[config.mk]
export PLATFORM = sky130hd
export DESIGN_NAME = task_5_in
export DESIGN_NICKNAME = d
export VERILOG_FILES = /design/src/rtl/task_5_in.sv
export SDC_FILE = /design/constraint.sdc
export NUM_CORES = 1
export LEC_CHECK = 0
export CORE_UTILIZATION = 25
export DETAILED_ROUTE_END_ITERATION = 16
export PLACE_DENSITY = 0.46
export SYNTH_ARGS = -nofsm -noshare
export SYNTH_HDL_FRONTEND = slang
export SYNTH_SLANG_ARGS = --single-unit
[constraint.sdc]
create_clock -name i_clk -period 8.07 [get_ports i_clk]
set_clock_uncertainty 0.05 [all_clocks]
set_input_delay 1.614 -clock i_clk [delete_from_list [all_inputs] [get_ports i_clk]]
set_output_delay 1.614 -clock i_clk [all_outputs]
set_load 0.01 [all_outputs]
[src/rtl/task_5_in.sv]
// Store-and-forward input stage: buffers one packet, checks its length, then replays it to the core.
// Build option TASK_5_IN_CSUM_EN: the final byte is an XOR checksum that is verified and stripped.
module task_5_in #(
  parameter int DATA_WIDTH = 8,
  parameter int DEPTH      = 128,
  parameter int SIZE_WIDTH = 12
) (
  input  logic                  i_clk,
  input  logic                  i_rst,
  input  logic [DATA_WIDTH-1:0] i_tdata,
  input  logic                  i_tvalid,
  input  logic                  i_tlast,
  input  logic [SIZE_WIDTH-1:0] i_packet_size_in_bytes,
  output logic                  o_tready,
  input  logic                  i_core_ready,
  output logic [DATA_WIDTH-1:0] o_data,
  output logic                  o_data_valid,
  output logic                  o_data_last,
  output logic                  o_busy,
  output logic                  o_err_len,
  output logic                  o_err_csum,
  output logic [SIZE_WIDTH-1:0] o_byte_count,
  output logic [1:0]            o_dbg_state
);

  localparam int PTR_W = (DEPTH > 1) ? $clog2(DEPTH) : 1;
  localparam int NW    = SIZE_WIDTH + 1;
  localparam logic [NW-1:0] DEPTH_N = NW'(DEPTH);

  typedef enum logic [1:0] {
    IDLE  = 2'd0,
    RECV  = 2'd1,
    FLUSH = 2'd2,
    DRAIN = 2'd3
  } state_t;

  state_t                state_q, state_d;
  logic [PTR_W-1:0]      wr_ptr_q, wr_ptr_d;
  logic [PTR_W-1:0]      rd_ptr_q, rd_ptr_d;
  logic [SIZE_WIDTH-1:0] size_q, size_d;
  logic [SIZE_WIDTH-1:0] count_q, count_d;
  logic                  tready_q, tready_d;
  logic                  busy_q, busy_d;
  logic                  valid_q, valid_d;
  logic                  last_q, last_d;
  logic [DATA_WIDTH-1:0] data_q, data_d;
  logic                  err_len_q, err_len_d;
`ifdef TASK_5_IN_CSUM_EN
  logic                  err_csum_q, err_csum_d;
  logic [DATA_WIDTH-1:0] csum_q, csum_d;
  logic [DATA_WIDTH-1:0] csum_base;
`endif

  logic [DATA_WIDTH-1:0] mem_q [DEPTH];
  logic                  we;
  logic                  in_xfer;
  logic [SIZE_WIDTH-1:0] size_sel;
  logic [NW-1:0]         n;
  logic [NW-1:0]         size_n;
  logic                  size_ok;
  logic [SIZE_WIDTH-1:0] last_idx;

  // Handshake: a manager beat moves on i_tvalid & o_tready, a core byte moves on
  // o_data_valid & i_core_ready; a presented byte is held until it moves.
  always_comb begin
    state_d  = state_q;
    wr_ptr_d = wr_ptr_q;
    rd_ptr_d = rd_ptr_q;
    size_d   = size_q;
    count_d  = count_q;
    valid_d  = valid_q;
    last_d   = last_q;
    data_d   = data_q;
    err_len_d = err_len_q;
    we       = 1'b0;
    in_xfer  = i_tvalid & tready_q;
    size_sel = (state_q == IDLE) ? i_packet_size_in_bytes : size_q;
    n        = (state_q == IDLE) ? NW'(1) : (NW'(count_q) + NW'(1));
    size_n   = NW'(size_sel);
`ifdef TASK_5_IN_CSUM_EN
    err_csum_d = err_csum_q;
    csum_d     = csum_q;
    csum_base  = (state_q == IDLE) ? '0 : csum_q;
    size_ok    = (size_n >= NW'(2)) && (size_n <= DEPTH_N);
    last_idx   = size_q - SIZE_WIDTH'(2);
`else
    size_ok    = (size_n >= NW'(1)) && (size_n <= DEPTH_N);
    last_idx   = size_q - SIZE_WIDTH'(1);
`endif

    case (state_q)
      IDLE, RECV: begin
        if (in_xfer) begin
          size_d  = size_sel;
          count_d = n[SIZE_WIDTH-1:0];
          if (state_q == IDLE) begin
            err_len_d = 1'b0;
`ifdef TASK_5_IN_CSUM_EN
            err_csum_d = 1'b0;
`endif
          end
          if (i_tlast) begin
            if ((n == size_n) && size_ok) begin
`ifdef TASK_5_IN_CSUM_EN
              if (i_tdata == csum_base) begin
                state_d = DRAIN;
              end else begin
                err_csum_d = 1'b1;
                state_d    = IDLE;
                wr_ptr_d   = '0;
              end
`else
              we      = 1'b1;
              state_d = DRAIN;
`endif
            end else begin
              // The packet has already ended, so there is nothing left to flush.
              err_len_d = 1'b1;
              state_d   = IDLE;
              wr_ptr_d  = '0;
            end
          end else if ((n > size_n) || (n > DEPTH_N)) begin
            err_len_d = 1'b1;
            state_d   = FLUSH;
          end else begin
            we       = 1'b1;
            wr_ptr_d = wr_ptr_q + PTR_W'(1);
            state_d  = RECV;
`ifdef TASK_5_IN_CSUM_EN
            csum_d   = csum_base ^ i_tdata;
`endif
          end
        end
      end
      FLUSH: begin
        if (in_xfer) begin
          if (NW'(count_q) < (DEPTH_N + NW'(1))) count_d = count_q + SIZE_WIDTH'(1);
          if (i_tlast) begin
            state_d  = IDLE;
            wr_ptr_d = '0;
          end
        end
      end
      DRAIN: begin
        if (!valid_q || i_core_ready) begin
          if (valid_q && last_q) begin
            valid_d  = 1'b0;
            last_d   = 1'b0;
            state_d  = IDLE;
            wr_ptr_d = '0;
            rd_ptr_d = '0;
            count_d  = '0;
          end else begin
            data_d   = mem_q[rd_ptr_q];
            valid_d  = 1'b1;
            last_d   = (SIZE_WIDTH'(rd_ptr_q) == last_idx);
            rd_ptr_d = rd_ptr_q + PTR_W'(1);
          end
        end
      end
      default: state_d = IDLE;
    endcase

    tready_d = (state_d != DRAIN);
    busy_d   = (state_d != IDLE);
  end

  always_ff @(posedge i_clk or negedge i_rst) begin
    if (!i_rst) begin
      state_q   <= IDLE;
      wr_ptr_q  <= '0;
      rd_ptr_q  <= '0;
      size_q    <= '0;
      count_q   <= '0;
      tready_q  <= 1'b0;
      busy_q    <= 1'b0;
      valid_q   <= 1'b0;
      last_q    <= 1'b0;
      data_q    <= '0;
      err_len_q <= 1'b0;
`ifdef TASK_5_IN_CSUM_EN
      err_csum_q <= 1'b0;
      csum_q     <= '0;
`endif
    end else begin
      state_q   <= state_d;
      wr_ptr_q  <= wr_ptr_d;
      rd_ptr_q  <= rd_ptr_d;
      size_q    <= size_d;
      count_q   <= count_d;
      tready_q  <= tready_d;
      busy_q    <= busy_d;
      valid_q   <= valid_d;
      last_q    <= last_d;
      data_q    <= data_d;
      err_len_q <= err_len_d;
`ifdef TASK_5_IN_CSUM_EN
      err_csum_q <= err_csum_d;
      csum_q     <= csum_d;
`endif
    end
  end

  // Packet storage has no reset; pointers alone define what is valid.
  always_ff @(posedge i_clk) begin
    if (we) mem_q[wr_ptr_q] <= i_tdata;
  end

  assign o_tready     = tready_q;
  assign o_data       = data_q;
  assign o_data_valid = valid_q;
  assign o_data_last  = last_q;
  assign o_busy       = busy_q;
  assign o_err_len    = err_len_q;
  assign o_byte_count = count_q;
  assign o_dbg_state  = state_q;
`ifdef TASK_5_IN_CSUM_EN
  assign o_err_csum   = err_csum_q;
`else
  assign o_err_csum   = 1'b0;
`endif

endmodule
==> results.yml, run 1 <==
grt:
  grt_pass1_wl_mm: 165
  antenna_found_initial: 2
  grt.total_usage: 0.131
  grt_max_degree: 148
  grt_remaining_overflow: 0
  grt_pass1_vias: 21900
timing:
  tns_ns: 0
  fmaxAchievable_ghz: 0.187
  finalHoldViolations: 0
  rsz0062_at_grt: "no"
  timing.slew.headroom: 0.0905
  setup_violations: 0
  period_needed_ns: 5.35
  post-route-period-util: 0.662
  worst_slew_pin_slew_ns: 1.36
  finalMaxSlewViolations: 0
setup_path:
  path_max_fanout: 26
  arrival_ns: 5.62
  critPathCaptureType: "flop"
  worstPathRequired_ns: 8.35
  path_class: "reg2reg"
  startpoint_type: "flop"
cells_and_area:
  regArea_sq_um: 32100
  area_growth_pct: 16.2
  drive_gt1_frac: 0.252
  fin_cells: 4589
  final.fill_count: 16700
  multi_input_area_sq_um: 10700
  fin_nets: 2225
pwr:
  leakage_nw: 15.1
  peakVddDrop_mv: 0.242
  power_density_nw_per_um2: 316
synth:
  synth_top_family_by_area: "multiplexers"
  synthXorXnorAreaFrac: 0.00425
  synthAdderAreaFrac: 0.00462
  synthArstFlopShare: 0.0492
  ys_seq_elements: 1077
  synth_top_area_cell: "edfxtp_1"
  synth_edf_count: 1024
  yosys-top-cells-area: "edfxtp_1 (71%), mux4_2 (17%), dfrtp_1 (3.1%), nor2_1 (1.3%), nand2_1 (0.74%)"
  synth_compound_area_frac: 0.0270
  avgSynthCellArea_sq_um: 20.6
  synth.distinct_cells: 74
  syn_area_sq_um: 43300
  syn-instance-count: 2101
  synth-simple-area-share: 0.0393
  synth_fp_nets: 2142
  yosysWarnings: 0
  synth_ff_type: "edfxtp_1"
  yosys.area.top_type_share: 0.710
  synth_mux_area_frac: 0.170
  synth_seq_area_share: 0.740
min_path:
  hold_path.class: "reg2reg"
routing:
  ant_nets: 0
  post_drt_wl_per_cell_microns: 24.8
  drt_drc_violations_left: 0
  routed_via_density: 4.60
  vias: 21100
  firstDrtPassIters: 8
  routed_wl_mm: 114
  first_iter_violations: 1988
place:
  dp.cells: 4378
  dpl.hpwl_mm: 71.0
  gp_congestion: 0.825
  io_buffers: 51
die:
  core_sq_um: 172000
  std_cell_rows: 152
  io_pins: 53
  dieArea_sq_um: 175000
  initial_utilization: 0.252
  dieHeight_microns: 418
  die_w_microns: 418
clock_network:
  cts-root-buf: "clkbuf_16"
  clkLatencyLatePin_ns: 0.73
  clockBufferDepth: 3
  cts_tree: "done"
  cts_made_buffers: 114
  cts-htree-levels: 3
  clkTransAtPathRegs_ns: 0.06
  cts_sinks: 1077
  ctsResizeCount: 0
  postCtsSetupRepairBufs: 0
  hold_buffers: 0
outcome:
  status: "finished clean"
run:
  max_cap_viol_count: 0
==> report_power, final <==
group,internal [mW],switching [mW]
sequential,6.21,0.277
combinational,1.85,2.22
clock,3.19,2.17
==> worst max-delay path, cell delays in order (launching register included) <==
cell and delay [ns]:
dfrtp_1 0.65, nor2_4 0.72, mux2i_1 0.37, ha_1 0.31, o211ai_1 0.22, a21oi_1 0.07
o22ai_1 0.24, o21ai_0 0.13, a311oi_1 0.42, o31a_4 0.40, nor2_4 0.06, buf_4 0.28
nor4_2 0.95
==> flip-flops by register name, indices dropped and copies added, names as in the netlist <==
name	cells
mem_q	1024
o_byte_count	12
size_q	12
o_data	8
rd_ptr_q	7
wr_ptr_q	7
o_dbg_state	2
o_busy	1
o_data_last	1
o_data_valid	1
o_err_len	1
o_tready	1
==> area by class of cell <==
type                            instances  area share
Timing Repair Buffer                   87      0.0158
Antenna cell                            1   0.0000497
Tap cell                             2310      0.0574
Clock inverter                         66      0.0146
Clock buffer                          144      0.0610
Multi-Input combinational cell        889       0.213
Sequential cell                      1077       0.637
Inverter                               15     0.00112
==> Yosys cell counts, types with 6 or more instances <==
cell type and number:
o21ai_0 43, nand2_1 85, nor2b_1 6, and3_1 7
buf_2 29, clkbuf_1 65, inv_1 15, xor2_1 7
and2_1 9, nor2_1 148, nand2b_1 11, dfrtp_1 53
o31ai_1 14, a21oi_1 26, nor4_1 21, nand4_1 8
nand3_1 13, buf_4 14, a22oi_1 32, buf_1 9
mux4_2 320, mux2i_1 13, xnor2_1 14, edfxtp_1 1024
nor3_1 15, ha_1 16
==> placed cells by master, fill, tap and decap left out, types with 32 or more instances in the layout <==
master / Yosys / final
edfxtp_1: 1024 / 1024
mux4_2: 320 / 320
nor2_1: 148 / 148
clkbuf_16: 0 / 119
nand2_1: 85 / 85
dfrtp_1: 53 / 49
o21ai_0: 43 / 43
clkdlybuf4s50_1: 0 / 42
buf_4: 14 / 41
a22oi_1: 32 / 32
==> path summary, 6_finish.rpt <==
path | from | to | slack (ns) | cells past startpoint
max | o_dbg_state[1] | mem_q[15][4] | 2.72 | 12
min | o_data[7] | o_data[7] | 0.45 | 2
max reg2reg | o_dbg_state[1] | mem_q[15][4] | 2.72 | 12
min reg2reg | o_data[7] | o_data[7] | 0.45 | 2
max in group asynchronous | i_rst | rd_ptr_q[1] | 6.42 | 2
min in group asynchronous | i_rst | o_data[0] | 0.99 | 2
==> routing by layer <==
metal	global-route usage	vias to the layer above	routed length [microns]
met3	0.0292	136	6490
met2	0.212	622	55300
li1	-	8898	-
met5	0	-	0
met4	0.0345	0	2570
met1	0.175	11400	49500
==> cell families after synthesis <==
family,count (synthesis)
other,1
muxes,335
xor gates and xnor gates,21
DFF,1077
adders and majority gates,16
and+or+nand+nor,356
AOI/OAI and AO/OA,160
buffers and inverters,135
==> stage by stage <==
stage	setup WS, ns	power, mW	hold WS, ns	utilization	cell area, sq um
floorplan	3.22	9.23	0.422	-	43300
global placement	1.98	10.7	0.449	0.271	46500
detailed placement	2.06	10.7	0.454	0.271	46500
CTS	2.72	16.1	0.467	0.293	50300
global route	2.47	16.5	0.493	0.293	50300
finish	2.72	15.9	0.450	0.293	50300
(Power assumes the default switching activity.)
==> inputs of run 2 (changes only) <==
==> constraint.sdc (replaced) <==
create_clock -name i_clk -period 5.3 [get_ports i_clk]
set_clock_uncertainty 0.05 [all_clocks]
set_input_delay 1.06 -clock i_clk [delete_from_list [all_inputs] [get_ports i_clk]]
set_output_delay 1.06 -clock i_clk [all_outputs]
set_load 0.01 [all_outputs]
==> run 2 against run 1 <==
  * Power grew 51%
  * Critical path depth grew 2
  * Highest routed layer unchanged
  * Die area is the same
  * Combinational power grew 55%
  * Critical path type unchanged
  * Cell area grew 2.1%
  * Largest power group unchanged
  * Count of clock-buffer cells in the layout shrank 9
  * Final cell count grew 3.4%
  * Flip-flop and latch count is the same
==> results.yml, run 2 (synthesis results as in run 1) <==
setup_path:
  worstPathRequired_ns: 5.58
  arrival_ns: 5.03
  path_max_fanout: 16
  path_class: "reg2reg"
  critPathCaptureType: "flop"
  startpoint_type: "flop"
cells_and_area:
  layout_commonest_cell: "edfxtp_1"
  final.fill_count: 16700
  multi_input_area_sq_um: 10700
  fin_cells: 4745
  drive_gt1_frac: 0.302
  regArea_sq_um: 32100
  area_growth_pct: 18.7
  fin_nets: 2378
  final_cell_mix: "edfxtp_1 (1024), mux4_2 (320), buf_4 (180)"
  largest_register_ffs: 1024
  regMostFlops: "mem_q"
timing:
  worst_slew_pin_slew_ns: 1.20
  post-route-period-util: 0.896
  fmaxAchievable_ghz: 0.210
  setup_violations: 0
  finalHoldViolations: 0
  tns_ns: 0
  period_needed_ns: 4.75
  finalMaxSlewViolations: 0
  timing.slew.headroom: 0.199
  rsz0062_at_grt: "no"
die:
  initial_utilization: 0.252
  dieArea_sq_um: 175000
  dieHeight_microns: 418
  core_sq_um: 172000
  die_w_microns: 418
  std_cell_rows: 152
  io_pins: 53
clock_network:
  clkTransAtPathRegs_ns: 0.06
  cts-htree-levels: 3
  postCtsSetupRepairBufs: 0
  ctsResizeCount: 0
  cts_made_buffers: 116
  cts-root-buf: "clkbuf_16"
  cts_sinks: 1077
  cts_tree: "done"
  hold_buffers: 0
  clkLatencyLatePin_ns: 0.74
  clockBufferDepth: 3
pwr:
  peakVddDrop_mv: 0.330
  clkPwrFrac: 0.320
  power_frac_seq: 0.417
  p_comb_frac: 0.263
  leakage_nw: 15.9
  swShare: 0.299
  internal-power_mw: 16.8
  p_sw_mw: 7.17
  power_density_nw_per_um2: 466
place:
  dpl.hpwl_mm: 73.7
  io_buffers: 51
  gp_congestion: 0.797
  dp.cells: 4529
run:
  max_cap_viol_count: 0
grt:
  grt_max_degree: 129
  grt.total_usage: 0.133
  grt_pass1_wl_mm: 168
  grt_pass1_vias: 22800
  antenna_found_initial: 3
  grt_remaining_overflow: 0
routing:
  firstDrtPassIters: 5
  ant_nets: 0
  routed_wl_mm: 116
  routed_via_density: 4.54
  post_drt_wl_per_cell_microns: 24.5
  drt_drc_violations_left: 0
  first_iter_violations: 1875
  vias: 21500
outcome:
  status: "finished clean"
min_path:
  hold_path.class: "in2async"
run 2: routing by layer:
layer / track usage / up-vias / share of wire / wire, microns
met5: 0 / - / 0 / 0
met3: 0.0232 / 134 / 0.048 / 5520
li1: - / 9227 / - / -
met1: 0.177 / 11700 / 0.43 / 50500
met4: 0.0309 / 0 / 0.020 / 2320
met2: 0.225 / 522 / 0.50 / 57800
run 2: path summary, 6_finish.rpt:
path                                      start       endpoint  slack [ns]  cells past startpoint
worst max-delay path            o_byte_count[0]  mem_q[103][3]        0.55                     14
worst min-delay path                      i_rst      size_q[6]        0.43                      2
worst max register to register  o_byte_count[0]  mem_q[103][3]        0.55                     14
worst min register to register        o_data[0]      o_data[0]        0.44                      2
max in group asynchronous                 i_rst    rd_ptr_q[3]        4.21                      2
min in group i_clk                    o_data[0]      o_data[0]        0.44                      2
run 2: area by class of cell:
cell class | count | share of cell area
diodes | 2 | 0.0000973
clock buffers | 135 | 0.0587
clock inverters | 79 | 0.0113
inverters | 15 | 0.00109
multi-input cells | 889 | 0.208
flip-flops and latches | 1077 | 0.624
well taps | 2310 | 0.0562
repair buffers | 238 | 0.0404
run 2: critical path, cell delays in order, from the launching register on:
cell and delay [ns]:
dfrtp_1 0.53, ha_1 0.27, nand3_2 0.18, nor2_1 0.23, xnor2_1 0.24, nor2_1 0.08, ha_1 0.22, a211oi_1 0.22
nand2_1 0.09, o22ai_1 0.25, o21ai_0 0.13, a311oi_1 0.43, o31a_4 0.24, nor2_4 0.16, nor4_2 0.96
run 2: through the flow:
| stage | power, mW | hold slack, ns | area (sq um) | setup WS, ns | utilization |
|---|---|---|---|---|---|
| after detailed placement | 16.6 | 0.441 | 47800 | 0.187 | 0.278 |
| after floorplan | 14.1 | 0.422 | 43300 | 0.703 | - |
| final | 24.0 | 0.426 | 51400 | 0.549 | 0.299 |
| after CTS | 24.3 | 0.404 | 51400 | 0.526 | 0.299 |
| after global routing | 24.9 | 0.456 | 51400 | 0.238 | 0.299 |
| after global placement | 16.6 | 0.441 | 47800 | 0.0740 | 0.278 |
run 2: power by group through the flow:
stage | clock network, mW | logic [mW] | registers, mW
detailed placement | 0 | 6.44 | 10.2
global placement | 0 | 6.41 | 10.2
CTS | 7.86 | 6.45 | 10.0
global route | 8.17 | 6.68 | 10.0
floorplan | 0 | 4.29 | 9.76
finish | 7.67 | 6.30 | 9.98
